**src/rtl/uart_tx_fifo.sv**
```systemverilog
// Byte FIFO feeding uart_tx through its ready/send handshake.
// Absorbs host bursts and drains one byte at a time while enabled.
module uart_tx_fifo #(
    parameter int unsigned DEPTH = 16,
    parameter int unsigned AW    = $clog2(DEPTH)
) (
    input  logic          clk,
    input  logic          rst,
    input  logic          en,
    input  logic [7:0]    wr_data,
    input  logic          wr_en,
    input  logic          flush,
    input  logic          clr_ovf,
    output logic          full,
    output logic          empty,
    output logic [AW:0]   count,
    output logic          overflow,
    output logic          busy,
    output logic [7:0]    tx_data,
    output logic          tx_send,
    input  logic          tx_ready
);

    typedef enum logic [1:0] {
        IDLE,
        SEND,
        WAIT_DONE
    } state_t;

    state_t          state;
    state_t          state_next;
    logic [7:0]      mem [DEPTH];
    logic [AW-1:0]   wr_ptr;
    logic [AW-1:0]   rd_ptr;
    logic            pop;
    logic            push;
    logic            drop;

    assign full    = (count == (AW+1)'(DEPTH));
    assign empty   = (count == '0);
    assign busy    = (state != IDLE);
    assign tx_send = (state == SEND);

    // A pop frees a slot in the same cycle, so a write while full is still accepted.
    assign push = wr_en && !flush && (!full || pop);
    assign drop = wr_en && !flush && full && !pop;

    always_comb begin
        state_next = state;
        pop        = 1'b0;
        case (state)
            IDLE: begin
                if (en && !empty && tx_ready && !flush) begin
                    pop        = 1'b1;
                    state_next = SEND;
                end
            end
            SEND: begin
                if (!tx_ready) state_next = WAIT_DONE;
            end
            WAIT_DONE: begin
                if (tx_ready) state_next = IDLE;
            end
            default: state_next = IDLE;
        endcase
    end

    always_ff @(posedge clk) begin
        if (rst) state <= IDLE;
        else     state <= state_next;
    end

    always_ff @(posedge clk) begin
        if (push) mem[wr_ptr] <= wr_data;
    end

    always_ff @(posedge clk) begin
        if (rst || flush) begin
            wr_ptr <= '0;
            rd_ptr <= '0;
            count  <= '0;
        end else begin
            if (push) wr_ptr <= wr_ptr + 1'b1;
            if (pop)  rd_ptr <= rd_ptr + 1'b1;
            if (push && !pop)      count <= count + 1'b1;
            else if (pop && !push) count <= count - 1'b1;
        end
    end

    always_ff @(posedge clk) begin
        if (rst)          overflow <= 1'b0;
        else if (drop)    overflow <= 1'b1;
        else if (clr_ovf) overflow <= 1'b0;
    end

    always_ff @(posedge clk) begin
        if (rst)      tx_data <= 8'h00;
        else if (pop) tx_data <= mem[rd_ptr];
    end

endmodule

```
**config.mk**
```make
export PLATFORM = sky130hd
export DESIGN_NAME = uart_tx_fifo
export DESIGN_NICKNAME = d
export VERILOG_FILES = /design/src/rtl/uart_tx_fifo.sv
export SDC_FILE = /design/constraint.sdc
export NUM_CORES = 1
export LEC_CHECK = 0
export CORE_ASPECT_RATIO = 0.6
export CORE_MARGIN = 2
export CORE_UTILIZATION = 60
export CTS_CLUSTER_DIAMETER = 30
export DETAILED_ROUTE_END_ITERATION = 12
export MAX_ROUTING_LAYER = met4
export PLACE_DENSITY = 0.86
export SLEW_MARGIN = 20
export SYNTH_ARGS = -nofsm -noshare
export SYNTH_HDL_FRONTEND = slang
export SYNTH_SLANG_ARGS = --single-unit
export TNS_END_PERCENT = 50
```
**constraint.sdc**
```tcl
create_clock -name clk -period 8.6 [get_ports clk]
set_input_delay 2.58 -clock clk [delete_from_list [all_inputs] [get_ports clk]]
set_output_delay 2.58 -clock clk [all_outputs]
set_load 0.01 [all_outputs]
```
Word level (Yosys, flattened, before mapping)
Memory sizes are Yosys's and may differ from the RTL's. A register that Yosys moved wholly into a read port is not among the register bits.
Index checks and enable logic that the tools add are counted.
Storage, ports and cells
  register bits: 16
  memory bits (writable): 128
  output and inout port bits: 18
  logic and storage cells: 50
  memories: 1
Memory list
  mem: depth 16, bits a word 8, rd ports 1, clocked after memory_dff 1, write ports 1, RTL line 32  | logic [7:0] mem [DEPTH];
Cells by class
  add/sub/neg operators: 4
  equal/unequal tests: 6
  mux-type cells: 12
  reduce and logical (&&, ||, !) cells: 22
Operators with widths (count)
  5-bit two-way mux: 2
  1-bit logical AND: 9
  4-bit by 1-bit adder with 4-bit output, second input constant: 2
  1-bit two-way mux: 6
  2-bit two-way mux: 3
  2-bit inequality test, second input constant: 3
  2-bit case mux with 3 select lines: 1
  2-bit nonzero test: 3
  5-bit by 1-bit adder with 5-bit output, second input constant: 1
  5-bit equality test, second input constant: 1
  1-bit logical NOT: 5
  5-bit logical NOT: 1
  5-bit by 1-bit subtractor with 5-bit output, second input constant: 1
  3-bit AND reduction: 1
  2-bit by 1-bit equality test with 1-bit output, second input constant: 1
  2-bit equality test, second input constant: 1
  2-bit logical NOT: 1
  1-bit logical OR: 2

Longest topological paths before layout
  depth in word-level cells: 13
  mapped depth: 11
  gate-level depth less buffers: 11

Worst setup path after synthesis
OpenSTA, ideal clock, no wires.
  path type: input to register
  start point: input en
  end point: register count[4]
  library setup time: 58 ps
  data arrival time: 4947 ps
  path slack: 3596 ps
  stages on the path: 11
  path through: nand4bb_4 a211oi_4 clkinv_1 ha_1 inv_1 ha_1 nor2b_1 o21a_1 or4_1 a211oi_1 a31o_2
On the way
  cells in the longest elaborated chain, start to end: 10
  elaborated cells between the ends (all ways): 13
  those cells by class: mux: 3; reduce/logical: 10
RTL lines
  start, declared: RTL line 9  | input logic en,
  1-bit logical AND (*) (3 in a row): RTL line 53  | if (en && !empty && tx_ready && !flush) begin
  1-bit two-way mux (*): RTL line 53
  1-bit two-way mux (*): RTL line 51  | case (state)
  1-bit logical OR: RTL line 45  | assign push = wr_en && !flush && (!full || pop);
  1-bit logical AND: RTL line 45
  1-bit logical NOT: RTL line 86  | else if (pop && !push) count <= count - 1'b1;
  1-bit logical AND: RTL line 86
  2-bit nonzero test (no source line)
  end signal, assigned: RTL line 85  | if (push && !pop) count <= count + 1'b1;
  end signal, assigned: RTL line 86
  end, declared: RTL line 16  | output logic [AW:0] count,
Mark *: on every way between the ends. The rest lies on a longest branch, timed or not.
A chain may end at the register's enable or synchronous reset.

Worst setup path after layout
  start point: input tx_ready
  end point: register count[4]
On the way
  cells in the longest elaborated chain, start to end: 9
  elaborated cells between the ends (all ways): 12
  those cells by class: mux: 3; reduce/logical: 9
RTL lines
  start, declared: RTL line 21  | input logic tx_ready
  1-bit logical AND (*) (2 in a row): RTL line 53
  1-bit two-way mux (*): RTL line 53
  1-bit two-way mux (*): RTL line 51
  1-bit logical OR: RTL line 45
  1-bit logical AND: RTL line 45
  1-bit logical NOT: RTL line 86
  1-bit logical AND: RTL line 86
  2-bit nonzero test (no source line)
Marked as above.

==> impl_metrics.tcl <==
set metrics [dict create \
    slew_viol_final 0 \
    peakVddDrop_v 0.000196 \
    nFillCells 616 \
    comb_power_share_pct 3.7 \
    cp.arrival_ns 6.32 \
    yosysTopAreaCellShare_pct 62.8 \
    avgViaCountPerCell 6.02 \
    worstPathCellList "clkdlybuf4s50_1, nand4bb_4, a211oi_4, clkinv_1, ha_1, inv_1, ha_1, nor2b_1, o21a_1, or4_1, a211oi_1, a31o_2" \
    grt_overflow 0 \
    worstMarginPinSlew_ns 0.937 \
    synth_most_common_cell "edfxtp_1" \
    p_leak_nw 2.23 \
    numPortBuffers 32 \
    hold_buffers 0 \
    drt_iter0_drc 308 \
    synth.area.mux_share_pct 11.3 \
    switching_share_pct 20.3 \
    crit_buf_inv 3 \
    cts.path.max_buffers 2 \
    diodes 0 \
    synth_adder_area_share_pct 2.37 \
    drive_gt1_share_pct 14.5 \
    synth_ff_type "edfxtp_1" \
    cts.clk_slew.worst_paths_ns 0.06 \
    ys_ff_latch 152 \
    cts_made_buffers 17 \
    num_rows 28 \
    cts_resized 0 \
    routed_wl_um 12200 \
    rsz0062_at_grt "no" \
    antenna_found_initial 0 \
    drc 0 \
    hpwl_um 8020 \
    slowest_delay_ns 0.64 \
    grt_max_degree 51 \
    path_class "input pin to flip-flop" \
    setup_ws_ns 2.65 \
    final-seq-area_sq_mm 0.00433 \
    cp_top_family "compound AO/OA/AOI/OAI gates" \
    routedWlPerCell_um 21.7 \
    yosys.area_share.simple_pct 6.73 \
    fin_crit_ns 5.95 \
    die_w_um 134 \
    hold_path.class "flip-flop to flip-flop" \
    slew_headroom_pct 37.3 \
    worst_setup_path_end_kind "flip-flop" \
    ioPinCount 33 \
    synth_cell_type_count 38 \
    die_y_um 82.2 \
    maxCapViolations 0 \
    grt_pass1_vias 3340 \
    yosys.area_share.xor_xnor_pct 1.43 \
    synth_compound_area_share_pct 5.54 \
    synth_top_family_by_area "multiplexers" \
    start_kind "input pin" \
    h-tree-depth 4 \
    coreArea_sq_mm 0.00988 \
    yosys.area.top_type "edfxtp_1" \
    finalCritPeriodShare_pct 69.2 \
    timing.hold.ws_ns 0.501 \
    dr_total_vias 3390 \
    synthesis.nets 404 \
    finalHoldViolCount 0 \
    synth_area_leaders "edfxtp_1 63%, dfxtp_1 7.9%, mux4_2 5.9%" \
    clk_latency_ns 0.43 \
    initial_utilization_pct 61.9 \
    slowest_stage "a211oi_4" \
    p_sw_uw 337 \
    cts_tree "built" \
    cts_root_buf "clkbuf_16" \
    synth_edf_count 128 \
    clock_sinks 152 \
    syn_area_sq_mm 0.00612 \
    critPathMaxFanout 14 \
    fin_tns_setup_ns 0 \
    dp_cells 531 \
    setup_viol 0 \
    final_cell_count_no_fill 563 \
    pwr-share-clk_pct 47.7 \
    dpl_cell_area_sq_mm 0.00657 \
    clock_skew_ns 0.00778 \
    syn_to_final_growth_pct 17.8 \
    p_per_area_mw_per_mm2 231 \
    grt_use_total_pct 25.2 \
    final_nets 441 \
    cp.required_ns 8.97 \
    grt_pass1_wl_um 18800 \
    status "completed" \
    final_cell_area_sq_mm 0.00720 \
    dr.pass1.iters 5 \
    place_ws_ns 2.23 \
    crit_path_frequent_cell "ha_1" \
    postSynth.asyncResetShare_pct 0 \
    ys_warn_count 0 \
    place.gp.congestion 0.824 \
    multi_input_area_sq_mm 0.00167 \
    syn_avg_cell_area_sq_um 16.2 \
    cts_setup_buffers 0 \
    fmax_ghz 0.168 \
    yosysSeqAreaShare_pct 70.7 \
    ant_nets 0 \
    p_int_mw 1.33 \
    power_frac_seq_pct 48.6 \
    syn-instance-count 378 \
    die_area_sq_mm 0.0110 \
    synthTopCellsByCount "128 x edfxtp_1, 38 x nor2_1, 33 x mux2i_1" \
]
## power groups by stage
stage / combinational [mW] / clock, mW / sequential, mW
6_report: 0.0616 / 0.794 / 0.808
5_1_grt: 0.0672 / 0.832 / 0.808
4_1_cts: 0.0619 / 0.801 / 0.808
3_5_place_dp: 0.0612 / 0 / 0.824
3_3_place_gp: 0.0583 / 0 / 0.823
2_1_floorplan: 0.0293 / 0 / 0.824
## layout by cell type (no fill, tap or decap), drive strengths merged, types with 3 or more instances in the layout
cell	instances
nand2	9
o21ai	3
mux4	16
edfxtp	128
dfxtp	24
xor2	6
xnor2	4
clkdlybuf4s50	32
ha	10
nor2b	6
buf	6
a22oi	8
mux2i	33
nor3	13
nor2	38
inv	11
clkinv	5
o22ai	16
clkbuf	19
a21oi	5
a211oi	10
bufinv	4
## worst reg2reg max path, stage by stage (launching register included)
cell      delay (ns)
dfxtp_1         0.48
nor4_4          0.12
a211oi_4        0.65
clkinv_1        0.47
ha_1            0.36
inv_1           0.17
ha_1            0.27
nor2b_1         0.13
o21a_1          0.18
or4_1           0.43
a211oi_1        0.25
a31o_2          0.13
## through the flow
stage | utilization (%) | power (mW)
finish | 72.9 | 1.66
floorplan | - | 0.853
detailed placement | 66.5 | 0.885
global route | 72.9 | 1.71
CTS | 72.9 | 1.67
global placement | 66.5 | 0.881
## state kept, by name, summed over array words and instances, names as in the netlist
| name | count |
|---|---|
| state | 2 |
| rd_ptr | 4 |
| wr_ptr | 4 |
| mem | 128 |
| overflow | 1 |
| count | 5 |
| tx_data | 8 |
## worst paths after layout
kind                           startpoint                      end  slack, ns  cells past startpoint
hold reg to reg   tx_data[3]$_SDFFE_PP0N_  tx_data[3]$_SDFFE_PP0N_       0.50                      2
hold / removal    tx_data[3]$_SDFFE_PP0N_  tx_data[3]$_SDFFE_PP0N_       0.50                      2
setup / recovery                 tx_ready    count[4]$_SDFFE_PP0P_       2.65                     12
setup reg to reg    count[0]$_SDFFE_PP0P_    count[4]$_SDFFE_PP0P_       4.91                     11
## logic make-up after synthesis
group,after synthesis
DFF,152
and+or+nand+nor,81
muxes,49
AOI/OAI and AO/OA,46
buffers and inverters,29
adders and majority gates,11
xor gates and xnor gates,10
## cell type report
type / instances / share of cell area [%]
Clock buffer: 19 / 6.15
Clock inverter: 13 / 2.68
Inverter: 9 / 0.469
Multi-Input combinational cell: 197 / 23.2
Sequential cell: 152 / 60.0
Tap cell: 135 / 2.34
Timing Repair Buffer: 38 / 5.07
## per-layer routing
| layer | track usage, % | share of wire, % | vias to the layer above |
|---|---|---|---|
| li1 | - | - | 1537 |
| met2 | 36.1 | 45 | 127 |
| met1 | 34.9 | 46 | 1710 |
| met4 | 9.16 | 1.6 | 0 |
| met5 | - | 0 | - |
| met3 | 7.26 | 6.6 | 16 |
Note: power is estimated with default switching activity, not from simulation.
